<file path="config.mk">
export PLATFORM = sky130hd
export DESIGN_NAME = hilo_mult_ctrl
export DESIGN_NICKNAME = d
export VERILOG_FILES = /design/src/rtl/hilo_pkg.sv /design/src/rtl/shift_add_step.sv /design/src/rtl/hilo_mult_ctrl.sv
export SDC_FILE = /design/constraint.sdc
export NUM_CORES = 1
export LEC_CHECK = 0
export BUFFER_PORTS_ARGS = -buffer_cell sky130_fd_sc_hd__buf_2
export CAP_MARGIN = 40
export CELL_PAD_IN_SITES_DETAIL_PLACEMENT = 0
export CELL_PAD_IN_SITES_GLOBAL_PLACEMENT = 2
export CORE_MARGIN = 3
export CORE_UTILIZATION = 34
export DETAILED_ROUTE_END_ITERATION = 12
export PLACE_DENSITY_LB_ADDON = 0.1
export SLEW_MARGIN = 20
export SYNTH_ARGS = -nofsm -noshare
export SYNTH_HDL_FRONTEND = slang
export SYNTH_SLANG_ARGS = --single-unit
</file>
<file path="constraint.sdc">
create_clock -name clk -period 3.66 [get_ports clk]
set_input_delay 0.366 -clock clk [delete_from_list [all_inputs] [get_ports clk]]
set_output_delay 0.366 -clock clk [all_outputs]
set_load 0.01 [all_outputs]
</file>
<file path="src/rtl/hilo_pkg.sv">
`default_nettype none
// ============================================================================
// Module      : hilo_pkg
// Description : Shared types and constants for the HI/LO multiply controller.
// Revision    : 1.0 - initial release
// ============================================================================
package hilo_pkg;

  // Controller sequencing states
  typedef enum logic [1:0] {
    IDLE = 2'd0,
    CALC = 2'd1,
    FIX  = 2'd2
  } hilo_state_t;

  // regsel_EX encodings that read the HI/LO pair
  localparam logic [1:0] REGSEL_HI = 2'b01;
  localparam logic [1:0] REGSEL_LO = 2'b10;

  // True when the EX-stage instruction is an MFHI or MFLO
  function automatic logic is_hilo_read(input logic [1:0] sel);
    return (sel == REGSEL_HI) || (sel == REGSEL_LO);
  endfunction

endpackage
`default_nettype wire

</file>
<file path="src/rtl/shift_add_step.sv">
`default_nettype none
// ============================================================================
// Module      : shift_add_step
// Description : One radix-2 shift-add iteration. The accumulator holds a
//               WIDTH+1-bit upper half (carry included) above a WIDTH-bit
//               lower half that initially carries the multiplier.
// Revision    : 1.0 - initial release
// ============================================================================
module shift_add_step #(
  parameter int WIDTH = 32
) (
  input  logic [2*WIDTH:0]  acc_i,
  input  logic [WIDTH-1:0]  mcand_i,
  output logic [2*WIDTH:0]  acc_o
);

  logic [WIDTH:0] w_upper;

  // Conditionally add the multiplicand into the upper half, then shift right
  always_comb begin
    w_upper = acc_i[2*WIDTH:WIDTH];
    if (acc_i[0]) begin
      w_upper = w_upper + {1'b0, mcand_i};
    end
    acc_o = {1'b0, w_upper, acc_i[WIDTH-1:1]};
  end

endmodule
`default_nettype wire

</file>
<file path="src/rtl/hilo_mult_ctrl.sv">
`default_nettype none
// ============================================================================
// Module      : hilo_mult_ctrl
// Description : Iterative MULT/MULTU controller owning the HI/LO pair. Runs a
//               WIDTH-cycle shift-add on operand magnitudes, applies the sign
//               in a final FIX cycle and holds the pipeline for conflicting
//               HI/LO reads or a second multiply while busy.
// Revision    : 1.0 - initial release
// ============================================================================
module hilo_mult_ctrl
  import hilo_pkg::*;
#(
  parameter int WIDTH = 32
) (
  input  logic             clk,
  input  logic             rst,
  input  logic             start,
  input  logic             is_signed,
  input  logic [WIDTH-1:0] op_a,
  input  logic [WIDTH-1:0] op_b,
  input  logic [1:0]       regsel,
  output logic [WIDTH-1:0] hi,
  output logic [WIDTH-1:0] lo,
  output logic             busy,
  output logic             stall,
  output logic             done
);

  localparam int CNT_W = (WIDTH > 1) ? $clog2(WIDTH) : 1;
  localparam logic [CNT_W-1:0] CNT_INIT = CNT_W'(WIDTH - 1);

  hilo_state_t        state_q, state_d;
  logic [CNT_W-1:0]   cnt_q, cnt_d;
  logic [2*WIDTH:0]   acc_q, acc_d;
  logic [WIDTH-1:0]   mcand_q, mcand_d;
  logic               neg_q, neg_d;
  logic [WIDTH-1:0]   hi_q, hi_d;
  logic [WIDTH-1:0]   lo_q, lo_d;
  logic               done_q, done_d;

  logic [WIDTH-1:0]   w_mag_a, w_mag_b;
  logic [2*WIDTH-1:0] w_prod, w_result;
  logic [2*WIDTH:0]   w_step;

  // Operand magnitudes; -2^(WIDTH-1) negates to itself, which is the correct
  // unsigned magnitude
  assign w_mag_a = (is_signed && op_a[WIDTH-1]) ? -op_a : op_a;
  assign w_mag_b = (is_signed && op_b[WIDTH-1]) ? -op_b : op_b;

  // Signed result over the full 2*WIDTH product; negating zero stays zero
  assign w_prod   = acc_q[2*WIDTH-1:0];
  assign w_result = neg_q ? -w_prod : w_prod;

  shift_add_step #(.WIDTH(WIDTH)) u_step (
    .acc_i   (acc_q),
    .mcand_i (mcand_q),
    .acc_o   (w_step)
  );

  // Next-state and datapath sequencing
  always_comb begin
    state_d = state_q;
    cnt_d   = cnt_q;
    acc_d   = acc_q;
    mcand_d = mcand_q;
    neg_d   = neg_q;
    hi_d    = hi_q;
    lo_d    = lo_q;
    done_d  = 1'b0;
    case (state_q)
      IDLE: begin
        if (start) begin
          mcand_d = w_mag_a;
          acc_d   = {{(WIDTH+1){1'b0}}, w_mag_b};
          neg_d   = is_signed & (op_a[WIDTH-1] ^ op_b[WIDTH-1]);
          cnt_d   = CNT_INIT;
          state_d = CALC;
        end
      end
      CALC: begin
        acc_d = w_step;
        if (cnt_q == '0) begin
          state_d = FIX;
        end else begin
          cnt_d = cnt_q - 1'b1;
        end
      end
      FIX: begin
        {hi_d, lo_d} = w_result;
        done_d       = 1'b1;
        state_d      = IDLE;
      end
      default: state_d = IDLE;
    endcase
  end

  // State and HI/LO registers with synchronous reset
  always_ff @(posedge clk) begin
    if (rst) begin
      state_q <= IDLE;
      cnt_q   <= '0;
      acc_q   <= '0;
      mcand_q <= '0;
      neg_q   <= 1'b0;
      hi_q    <= '0;
      lo_q    <= '0;
      done_q  <= 1'b0;
    end else begin
      state_q <= state_d;
      cnt_q   <= cnt_d;
      acc_q   <= acc_d;
      mcand_q <= mcand_d;
      neg_q   <= neg_d;
      hi_q    <= hi_d;
      lo_q    <= lo_d;
      done_q  <= done_d;
    end
  end

  assign hi    = hi_q;
  assign lo    = lo_q;
  assign done  = done_q;
  assign busy  = (state_q != IDLE);
  assign stall = busy & (start | is_hilo_read(regsel));

endmodule
`default_nettype wire

</file>
==> results of run 1 <==
## sequential cells by signal, summed over array words and instances, names as in the netlist
signal	flops
acc_q	64
hi	32
lo	32
mcand_q	32
cnt_q	5
state_q	2
done	1
neg_q	1
## cells by family after synthesis
| family | after synthesis |
|---|---|
| simple gates | 419 |
| compound gates | 394 |
| flops | 169 |
| xor+xnor | 145 |
| buf+inv | 103 |
| fa+ha+maj | 38 |
| mux | 6 |
## where the power goes
group          leakage (nW)  internal [mW]  switching, mW  total [mW]
combinational          3.06          0.374          0.581       0.954
sequential             1.38           1.94          0.121        2.06
clock                 0.295           1.09          0.852        1.95
total                  4.73           3.40           1.55        4.96
## final cells by class
class / count / area [um^2] / area share [%]
clock buffers: 17 / 425 / 3.54
clock inverters: 14 / 185 / 1.54
inverters: 26 / 97.6 / 0.813
multi-input cells: 1002 / 6440 / 53.7
repair buffers: 167 / 983 / 8.19
well taps: 384 / 480 / 4.00
diodes: 1 / 2.50 / 0.0208
flip-flops and latches: 169 / 3380 / 28.2
## metal layers
metal  part of all wire, %  up-vias
li1                      -     4923
met1                    54     4504
met2                    41      199
met3                   4.1       13
met4                  0.76        0
met5                     0        -
## worst reg2reg max path, delay by kind of cell, from the launching register on
family / cells / cell delay (ns)
simple gates: 4 / 2.04
flops: 1 / 0.37
compound gates: 2 / 0.37
xor+xnor: 1 / 0.17
## path summary, 6_finish.rpt
check	startpoint	cells after the start	to
setup / recovery	acc_q[7]	7	hi[30]
hold / removal	op_a[1]	3	mcand_q[1]
setup reg to reg	acc_q[7]	7	hi[30]
hold reg to reg	hi[21]	2	hi[21]
## synthesized netlist by cell type, drive strengths merged (15+ instances only)
cell      n
dfxtp   169
nor2    164
nand2   109
xor2     97
o21ai    88
a21oi    79
clkbuf   72
a211oi   54
xnor2    48
a222oi   37
ha       37
o31ai    27
inv      26
nor3     26
or3      19
a21o     18
nand3    17
nor4     16
o41ai    15
==> metrics, run 1 <==
outcome=completed; main combinational cell family by area after synthesis=compound AO/OA/AOI/OAI gates; endpoints failing hold=0; crit path kind=flip-flop to flip-flop; placeable core area=29100 um^2; I/O pin count=137; CP top delay family=simple AND/OR/NAND/NOR gates; Area after DPL=11400 um^2; die area=32100 um^2; setup TNS=0 ns; width of the die=179 um; post-route cell area=12000 um^2; initial core utilization=35.0%; Slew headroom=54.5%; Seq/Total Area, Yosys=33.2%; share of synthesized cell area in full adder, half adder and majority cells=4.74%; number of global-route vias before repair=9012; number of synthesized flops with an enable pin=0; slowest CP cell=or4_1; Clock Pin Slew Worst Setup and Hold Paths=0.08 ns; die height=179 um; mux contribution to synthesized area=0.614%; Syn Nets=1382; GRT busiest layer=met1; Worst Setup Start Kind=flip-flop; met2 global-route usage=28.9%; Synth top area share=33.2%; cell breakdown of the critical path=or4_1 > nor4_2 > nand3_1 > or3_4 > o41ai_2 > xor2_1 > o21ai_1; Final period util=84.9%; cts repair resizes=0; P_leak=4.73 nW; Final nets=1491; Area growth, synth to finish=17.9%; Setup Skew=0.0129 ns; ratio of total power to cell area=413 nW/um^2; DP Worst Slack=0.521 ns; row cnt=62; final setup vio count=0; Slew @ Worst Pin=0.678 ns; Yosys top cell by area=dfxtp_1; Final Max Slew Viols=0; HP Class=input port to flip-flop; RSZ-0062 raised after global routing=false; clock root buffer=clkbuf_16; synth top area cells=dfxtp_1 33%, xor2_1 8.3%, nor2_1 6.0%, ha_1 4.5%, o21ai_0 4.2%; Max Cap Violations=0; Post-CTS Setup Inserts=0; Buffers & Inverters on Critical Path=0; Final Util=41.3%; met3 Usage GRT=2.77%; top_reg_cell synth=dfxtp_1; most frequent cells in the layout=168 x dfxtp_1, 162 x nor2_1, 135 x buf_2; simple-gate share of the synthesized area=19.0%; Synth Area in XOR/XNOR=12.5%; Distinct cells, synth=63; Reg2Reg Setup Slack=0.55 ns; Req. time, crit path=3.96 ns; Clk Latency, worst-skew pair=0.43 ns; cell count after synthesis=1274; clk sink count=169; Syn Std Cell Area=10200 um^2; H-tree depth=4; antenna violations before repair=1; minimum hold slack=0.244 ns; Total GRT Usage=19.9%; fin worst setup slack=0.554 ns; CP arrival=3.40 ns; Tot Pwr=4.96 mW; pin count of the biggest net entering global routing=65; layout cells sized above 1=15.7%; RePlAce Congestion=0.820; Total Wirelength=31.8 mm; Synth Area in Compound Gates=26.1%; Yosys reg bits=169; GRT overflow=0; Crit path largest cell delay=0.64 ns; DR iter-0 viols=618; TritonRoute pass-1 iters=5; DP HPWL=23.8 mm; DR WL/cell=17.8 um; crit path capture type=flip-flop; port bufs=136; commonest non-fill, non-tap cell in the layout=dfxtp_1; Fmax=322 MHz; remaining routing DRC violations=0; cts hold-fix bufs=0; cts bufs inserted=17; placed cells=1747; worst-path fanout max=7; first-pass GRT wire length=50.5 mm; min cycle time layout=3.11 ns; Synth Area per Inst=7.99 um^2; Antenna Violating Nets Remaining=0; vias per cell=5.42; asr flop ratio synth=0%; FILL cells=3039; via count=9639; TritonCTS clock tree=yes; met1 usage=31.2%; CTS max path bufs=2; maximum vdd drop=0.000310 V; Non-Filler Instances=1780; Syn. warnings=0
Note: power is estimated with default switching activity, not from simulation.
==> run 2, diff against run 1 <==
==> constraint.sdc (replaced) <==
create_clock -name clk -period 3 [get_ports clk]
set_input_delay 0.3 -clock clk [delete_from_list [all_inputs] [get_ports clk]]
set_output_delay 0.3 -clock clk [all_outputs]
set_load 0.01 [all_outputs]
==> metrics, run 2 (synthesis results as in run 1) <==
outcome=completed; antenna violations before repair=0; Area after DPL=11600 um^2; Req. time, crit path=3.30 ns; Total Wirelength=31.3 mm; first-pass GRT wire length=48.8 mm; Antenna Violating Nets Remaining=0; placeable core area=29100 um^2; worst-path fanout max=5; met3 WL=1.28 mm; cts bufs inserted=17; Buffers & Inverters on Critical Path=0; CP top delay family=simple AND/OR/NAND/NOR gates; pin count of the biggest net entering global routing=134; met1 WL=16.9 mm; Worst Setup Start Kind=flip-flop; Clk Latency, worst-skew pair=0.43 ns; ANT cells=0; I/O pin count=137; layout cells sized above 1=17.2%; GRT overflow=0; Slew headroom=45.4%; DP HPWL=23.8 mm; fin worst setup slack=0.219 ns; Final Max Slew Viols=0; DP Worst Slack=0.142 ns; DR top layer=met4; commonest non-fill, non-tap cell in the layout=dfxtp_1; CTS max path bufs=2; width of the die=179 um; CP arrival=3.09 ns; cell breakdown of the critical path=or4_4 > or4_4 > nor3_2 > nand3_1 > or3_4 > o41ai_2 > xor2_1 > o21ai_1; slowest CP cell=or4_4; final setup vio count=0; Max Cap Violations=0; DR WL/cell=17.3 um; P_leak=4.83 nW; TritonCTS clock tree=yes; initial core utilization=35.0%; post-route cell area=12100 um^2; crit path capture type=flip-flop; Final Util=41.8%; ratio of total power to cell area=486 nW/um^2; met2 wire length=12.7 mm; Fmax=360 MHz; TritonRoute pass-1 iters=5; most frequent CP cell=or4_4; maximum vdd drop=0.000387 V; crit path kind=flip-flop to flip-flop; die height=179 um; via count=9591; RePlAce Congestion=0.830; Total GRT Usage=19.3%; setup TNS=0 ns; die area=32100 um^2; row cnt=62; Final nets=1518; Area growth, synth to finish=19.3%; min cycle time layout=2.78 ns; Final period util=92.7%; clk sink count=169; remaining routing DRC violations=0; Setup Skew=0.0142 ns; endpoints failing hold=0; Non-Filler Instances=1807; Reg with most FFs=acc_q; HP Class=input port to flip-flop; Post-CTS Setup Inserts=0; RSZ-0062 raised after global routing=false; clock root buffer=clkbuf_16; placed cells=1774; vias per cell=5.31; Crit path largest cell delay=0.52 ns; Slew @ Worst Pin=0.817 ns; H-tree depth=4; number of global-route vias before repair=8732; DR iter-0 viols=564; Clock Pin Slew Worst Setup and Hold Paths=0.06 ns; port bufs=136; Largest register FFs=64; most frequent cells in the layout=168 x dfxtp_1, 163 x nor2_1, 135 x buf_2
==> run 2: cell count changes in the layout (fill, tap and decap cells not counted), sizes merged <==
cell	before	now
bufinv	3	1
diode	1	0
clkinvlp	2	3
inv	33	32
buf	167	194
clkinv	2	3
clkbuf	17	19
==> run 2: timing repair <==
| item | CTS | global route |
|---|---|---|
| hold buffers | 0 | 0 |
| hold endpoints to repair | 0 | 0 |
| endpoints found under the setup margin | 0 | 6 |
| gates resized for setup | 0 | 2 |
==> run 2: final timing paths <==
| path | start | to | slack [ns] | cells after the start |
|---|---|---|---|---|
| setup / recovery | acc_q[29] | hi[30] | 0.22 | 8 |
| hold / removal | rst | hi[7] | 0.14 | 2 |
| setup reg to reg | acc_q[29] | hi[30] | 0.22 | 8 |
| hold reg to reg | hi[29] | hi[29] | 0.45 | 2 |
==> run 2: area by class of cell <==
class                           count  area (um^2)
Tap cell                          384          480
Multi-Input combinational cell   1002         6450
Clock buffer                       19          433
Sequential cell                   169         3380
Inverter                           26         97.6
Fill cell                        3037        16900
Timing Repair Buffer              194         1170
Clock inverter                     13          133
==> run 2: through the flow <==
| step | hold WS (ns) | power (mW) |
|---|---|---|
| finish | 0.144 | 5.90 |
| global route | 0.128 | 6.21 |
| CTS | 0.123 | 5.96 |
| detailed placement | 0.437 | 3.75 |
| global placement | 0.430 | 3.76 |
| floorplan | 0.436 | 3.31 |
==> run 2: layer usage <==
metal / vias to the layer above / GRT usage [%]
met2: 219 / 27.0
met4: 0 / 4.77
li1: 4961 / -
met3: 19 / 2.37
met5: - / 0
met1: 4392 / 30.8
==> run 2: power breakdown <==
part           internal, mW  switching (mW)  leakage [nW]
sequential             2.36           0.135          1.38
clock                  1.17            1.03         0.269
combinational         0.483           0.723          3.19
